<file path="config.mk">
export PLATFORM = sky130hd
export DESIGN_NAME = uart_tx_buffer
export DESIGN_NICKNAME = d
export VERILOG_FILES = /design/src/rtl/uart_tx_buffer.sv
export SDC_FILE = /design/constraint.sdc
export NUM_CORES = 1
export LEC_CHECK = 0
export ABC_AREA = 1
export CAP_MARGIN = 10
export CORE_ASPECT_RATIO = 0.75
export CORE_UTILIZATION = 41
export CTS_CLUSTER_SIZE = 14
export DETAILED_ROUTE_END_ITERATION = 6
export PLACE_DENSITY = 0.67
export SLEW_MARGIN = 20
export SYNTH_ARGS = -nofsm -noshare
export SYNTH_HDL_FRONTEND = slang
export SYNTH_SLANG_ARGS = --single-unit
</file>
<file path="constraint.sdc">
create_clock -name i_clk -period 5 [get_ports i_clk]
set_clock_uncertainty 0.05 [all_clocks]
set_input_delay 0.75 -clock i_clk [delete_from_list [all_inputs] [get_ports i_clk]]
set_output_delay 0.75 -clock i_clk [all_outputs]
set_load 0.005 [all_outputs]
</file>
<file path="src/rtl/uart_tx_buffer.sv">
// uart_tx_buffer
// ---------------------------------------------------------------------------
// Circular byte FIFO placed directly in front of the UART transmitter. User
// bytes arrive in bursts on a valid/ready write port. They leave in order on a
// valid/ready stream that connects straight to the transmitter's data, valid
// and ready signals.
//
// Ports
//   i_clk          system clock, rising edge
//   i_rst          asynchronous reset, active low (0 = in reset)
//   i_flush        synchronous clear of contents and sticky overflow flag
//   i_wr_data      user write data
//   i_wr_valid     user write request
//   o_wr_ready     registered, equals !full; a write happens on valid & ready
//   o_tx_data      head word, held stable while o_tx_valid waits for ready
//   o_tx_valid     head word valid
//   i_tx_ready     transmitter ready; a transfer happens on valid & ready
//   o_count        occupancy, 0..P_FIFO_DEPTH
//   o_empty        o_count == 0
//   o_full         o_count == P_FIFO_DEPTH
//   o_almost_full  o_count >= P_ALMOST_FULL
//   o_overflow     sticky: a write was attempted while full
//
// Organisation
//   Accepted words are stored in an inferred RAM. A registered read moves the
//   head word out of the RAM into an output register (o_tx_data/o_tx_valid).
//   o_count is the total occupancy, which includes the word held in the output
//   register. The number of words still waiting in the RAM is
//   count - tx_valid.
// ---------------------------------------------------------------------------
module uart_tx_buffer #(
    parameter int P_DATA_WIDTH  = 8,
    parameter int P_FIFO_DEPTH  = 16,
    parameter int P_ALMOST_FULL = 12
) (
    input  logic                            i_clk,
    input  logic                            i_rst,
    input  logic                            i_flush,
    input  logic [P_DATA_WIDTH-1:0]         i_wr_data,
    input  logic                            i_wr_valid,
    output logic                            o_wr_ready,
    output logic [P_DATA_WIDTH-1:0]         o_tx_data,
    output logic                            o_tx_valid,
    input  logic                            i_tx_ready,
    output logic [$clog2(P_FIFO_DEPTH):0]   o_count,
    output logic                            o_empty,
    output logic                            o_full,
    output logic                            o_almost_full,
    output logic                            o_overflow
);

    localparam int AW = $clog2(P_FIFO_DEPTH);
    localparam int CW = AW + 1;
    localparam logic [CW-1:0] DEPTH_C = CW'(P_FIFO_DEPTH);
    localparam logic [CW-1:0] AFULL_C = CW'(P_ALMOST_FULL);
    localparam logic [CW-1:0] ONE_C   = CW'(1);
    localparam logic [AW-1:0] PTR_ONE = AW'(1);

    // Storage; no reset so it maps onto block RAM.
    logic [P_DATA_WIDTH-1:0] mem [P_FIFO_DEPTH];

    logic [AW-1:0]           wr_ptr_reg, wr_ptr_next;
    logic [AW-1:0]           rd_ptr_reg, rd_ptr_next;
    logic [CW-1:0]           count_reg, count_next;
    logic                    tx_valid_reg, tx_valid_next;
    logic [P_DATA_WIDTH-1:0] tx_data_reg;
    logic                    overflow_reg, overflow_next;
    logic                    wr_ready_reg, empty_reg, full_reg, afull_reg;

    logic                    wr_fire;
    logic                    rd_fire;
    logic                    load;
    logic [CW-1:0]           pending;

    // wr_ready_reg is a register, so a write offered while full is dropped
    // even if the transmitter takes a word on the same edge.
    assign wr_fire = i_wr_valid & wr_ready_reg;
    assign rd_fire = tx_valid_reg & i_tx_ready;

    // Words sitting in the RAM that are not yet in the output register.
    assign pending = count_reg - {{AW{1'b0}}, tx_valid_reg};

    // Refill the output register when it is empty or is being emptied this
    // edge. Only words already in the RAM before this edge qualify. This
    // gives the one-cycle fall-through and still allows back-to-back
    // transfers.
    assign load = (pending != '0) && (!tx_valid_reg || rd_fire);

    always_comb begin
        wr_ptr_next   = wr_ptr_reg;
        rd_ptr_next   = rd_ptr_reg;
        count_next    = count_reg;
        tx_valid_next = tx_valid_reg;
        overflow_next = overflow_reg;

        if (i_flush) begin
            wr_ptr_next   = '0;
            rd_ptr_next   = '0;
            count_next    = '0;
            tx_valid_next = 1'b0;
            overflow_next = 1'b0;
        end else begin
            if (wr_fire) begin
                wr_ptr_next = wr_ptr_reg + PTR_ONE;
            end
            if (load) begin
                rd_ptr_next = rd_ptr_reg + PTR_ONE;
            end
            unique case ({wr_fire, rd_fire})
                2'b10:   count_next = count_reg + ONE_C;
                2'b01:   count_next = count_reg - ONE_C;
                default: count_next = count_reg;
            endcase
            tx_valid_next = load | (tx_valid_reg & ~rd_fire);
            if (i_wr_valid && full_reg) begin
                overflow_next = 1'b1;
            end
        end
    end

    always_ff @(posedge i_clk) begin
        if (wr_fire && !i_flush) begin
            mem[wr_ptr_reg] <= i_wr_data;
        end
    end

    always_ff @(posedge i_clk or negedge i_rst) begin
        if (!i_rst) begin
            wr_ptr_reg   <= '0;
            rd_ptr_reg   <= '0;
            count_reg    <= '0;
            tx_valid_reg <= 1'b0;
            tx_data_reg  <= '0;
            overflow_reg <= 1'b0;
            wr_ready_reg <= 1'b1;
            empty_reg    <= 1'b1;
            full_reg     <= 1'b0;
            afull_reg    <= 1'b0;
        end else begin
            wr_ptr_reg   <= wr_ptr_next;
            rd_ptr_reg   <= rd_ptr_next;
            count_reg    <= count_next;
            tx_valid_reg <= tx_valid_next;
            overflow_reg <= overflow_next;
            // Flags are derived from the next count so they line up with
            // o_count in the same cycle.
            wr_ready_reg <= (count_next != DEPTH_C);
            empty_reg    <= (count_next == '0);
            full_reg     <= (count_next == DEPTH_C);
            afull_reg    <= (count_next >= AFULL_C);
            if (i_flush) begin
                tx_data_reg <= '0;
            end else if (load) begin
                tx_data_reg <= mem[rd_ptr_reg];
            end
        end
    end

    assign o_wr_ready    = wr_ready_reg;
    assign o_tx_data     = tx_data_reg;
    assign o_tx_valid    = tx_valid_reg;
    assign o_count       = count_reg;
    assign o_empty       = empty_reg;
    assign o_full        = full_reg;
    assign o_almost_full = afull_reg;
    assign o_overflow    = overflow_reg;

endmodule

</file>
==> flow_metrics.py <==
metrics = {
    "status": {
        "outcome": "completed",
    },
    "logic_synthesis": {
        "synth_cells": 593,
        "yosysMostFrequentCell": "nand2_1",
        "synth_area_um2": 6510,
        "synth_seq_area_share_pct": 69.4,
        "async_flop_share_pct": 17.4,
        "yosysUniqueCellTypes": 25,
        "synth_edf_count": 128,
        "yosysTopAreaCellShare_pct": 59.0,
        "synth-seq-cells": 155,
        "synth.avg_cell_area_um2": 11.0,
        "synthTopCellsByCount": "nand2_1 (151), edfxtp_1 (128), nor2_1 (81)",
        "synth_top_area_cell": "edfxtp_1",
        "ys.flop_type": "edfxtp_1",
        "syn_nets": 615,
        "synth.area.top_cells": "edfxtp_1 (59%), dfrtp_1 (9.6%), nand2_1 (8.7%)",
        "ys_warn_count": 0,
    },
    "sta": {
        "slew_headroom_pct": 24.4,
        "fmax_mhz": 344,
        "finalHoldViolCount": 0,
        "finalMaxSlewViolations": 0,
        "worstMarginPinSlew_ns": 1.13,
        "postLayoutSetupSlackWorst_ns": 2.09,
        "fin_tns_setup_ns": 0,
        "rsz0062_at_grt": "no",
        "fin_crit_ns": 2.91,
        "setup_violations": 0,
        "post-route-period-util_pct": 58.2,
    },
    "worst_setup_path": {
        "path_cells": "clkdlybuf4s50_1 > nor2_1 > inv_1 > nor3_1",
        "cp_slowest_stage_delay_ns": 0.88,
        "cp.required_ns": 4.99,
        "arrival_ns": 2.90,
        "slowest_stage": "nor3_1",
        "cp_max_fo": 12,
        "critPathLaunch": "i_flush",
        "setup.worst_path.start_class": "input port",
        "path_class": "input port to flop",
        "end_kind": "flop",
        "r2r-start": "rd_ptr_reg[1]$_DFFE_PN0P_",
    },
    "power": {
        "total_power_uw": 3760,
        "p_leak_uw": 0.00284,
        "power_density_nw_per_um2": 494,
        "peakVddDrop_uv": 302,
    },
    "route": {
        "vias": 4460,
        "drt_iter0_markers": 437,
        "wire_per_inst_um": 18.1,
        "avgViaCountPerCell": 5.30,
        "drtPass1Iterations": 6,
        "drc_errors": 0,
        "totalWireLength_um": 15300,
        "ant_nets": 0,
    },
    "clocking": {
        "holdBufCountCts": 0,
        "htree_levels": 4,
        "clk_latency_ns": 0.42,
        "cts_buffer_depth": 2,
        "cts.sinks": 155,
        "cts_buffers": 17,
        "post_cts_buffers": 0,
        "cts_tree": "yes",
        "root_buffer": "clkbuf_16",
        "cts.repair.resized": 0,
        "path_clk_slew_ns": 0.06,
    },
    "place": {
        "gp_congestion": 0.879,
        "placed_cell_area_um2": 7010,
        "hpwl_um": 9940,
        "place_ws_ns": 1.71,
        "numPortBuffers": 31,
    },
    "global_routing": {
        "grt_max_degree": 67,
        "gr-usage-met2_pct": 28.7,
        "antenna_found_initial": 0,
        "busiest_layer": "met2",
        "grt_overflow": 0,
        "grt_use_met1_pct": 28.2,
        "grtUsageMet3_pct": 5.72,
        "grt_pass1_vias": 4363,
        "grt_pass1_wl_um": 23800,
        "grt_usage_pct": 19.8,
    },
    "finish": {
        "largest-register": "mem",
        "largest_register_ffs": 128,
        "antennaDiodeCount": 0,
        "design_area_um2": 7610,
        "final_nets": 645,
        "area_growth_syn_to_layout_pct": 16.7,
        "drive_gt1_share_pct": 6.76,
    },
    "floorplan": {
        "core_um2": 15400,
        "rows": 39,
        "fp.dieW_um": 148,
        "fp.dieArea_um2": 16400,
        "pin_count": 32,
        "start_util_pct": 42.4,
        "die_y_um": 111,
    },
    "hold_path": {
        "hold_path.class": "flop to flop",
        "worstHoldStart": "o_overflow$_DFFE_PN0P_",
    },
    "flow_run": {
        "cap_violations": 0,
    },
}
==> per-stage QoR <==
step	instances	utilization [%]	hold slack, ns
after floorplan	593	-	0.404
after global placement	809	45.6	0.442
after CTS	841	49.4	0.460
after global routing	841	49.5	0.496
final	841	49.5	0.457
after detailed placement	809	45.6	0.444
==> metal layers <==
metal	vias to the layer above	wire (um)
li1	2103	-
met1	2164	6860
met3	26	1160
met5	-	0
met4	0	273
met2	167	6960
==> worst paths after layout <==
kind                       slack [ns]  cells past startpoint                        to
max                              2.09                      4      mem[10][6]$_DFFE_PP_
min                              0.46                      2    o_overflow$_DFFE_PN0P_
max reg2reg                      2.41                      8  o_tx_data[5]$_DFFE_PN0P_
min reg2reg                      0.46                      2    o_overflow$_DFFE_PN0P_
max in group asynchronous        3.95                      2      o_wr_ready$_DFF_PN1_
min in group asynchronous        0.65                      2      o_count[2]$_DFF_PN0_
==> layout make-up <==
type / count / area [um^2]
clock buffer: 19 / 433
clock inverter: 13 / 150
fill: 1344 / 7760
inverter: 28 / 106
multi-input combinational: 387 / 1800
sequential: 155 / 4520
tap: 205 / 256
timing repair buffer: 34 / 333
==> kinds of logic after synthesis <==
logic type               count (synthesis)  share of synthesized area, %
XOR/XNOR                                 4                         0.538
flip-flops                             155                          69.4
adder cells (fa/ha/maj)                  9                          1.73
AO/OA/AOI/OAI                           83                          6.95
AND/OR/NAND/NOR                        291                          18.2
buffers and inverters                   51                          3.21
==> placed cells by master, fill, tap and decap left out, types with 2 or more instances in the layout <==
cell	count
a21oi_1	25
buf_4	3
bufinv_16	3
clkbuf_1	2
clkbuf_16	17
clkdlybuf4s50_1	31
clkinv_1	5
clkinv_2	3
clkinvlp_4	4
dfrtp_1	24
dfstp_2	2
edfxtp_1	128
ha_1	9
inv_1	23
inv_2	2
nand2_1	151
nand3_1	43
nand3b_1	2
nand4_1	3
nor2_1	81
nor3_1	4
nor3_2	4
o211ai_1	14
o21ai_0	41
o21ai_1	2
xor2_1	3
==> critical path: cells and delay by family <==
family / cells / cell delay (ns)
buffers and inverters: 2 / 0.86
and+or+nand+nor: 2 / 1.29
==> where the power goes <==
part	total (uW)	switching (uW)	internal, uW
Clock	1280	498	778
Sequential	1590	96.0	1500
Combinational	886	578	308
No activity file was read; power rests on OpenSTA's default activity.
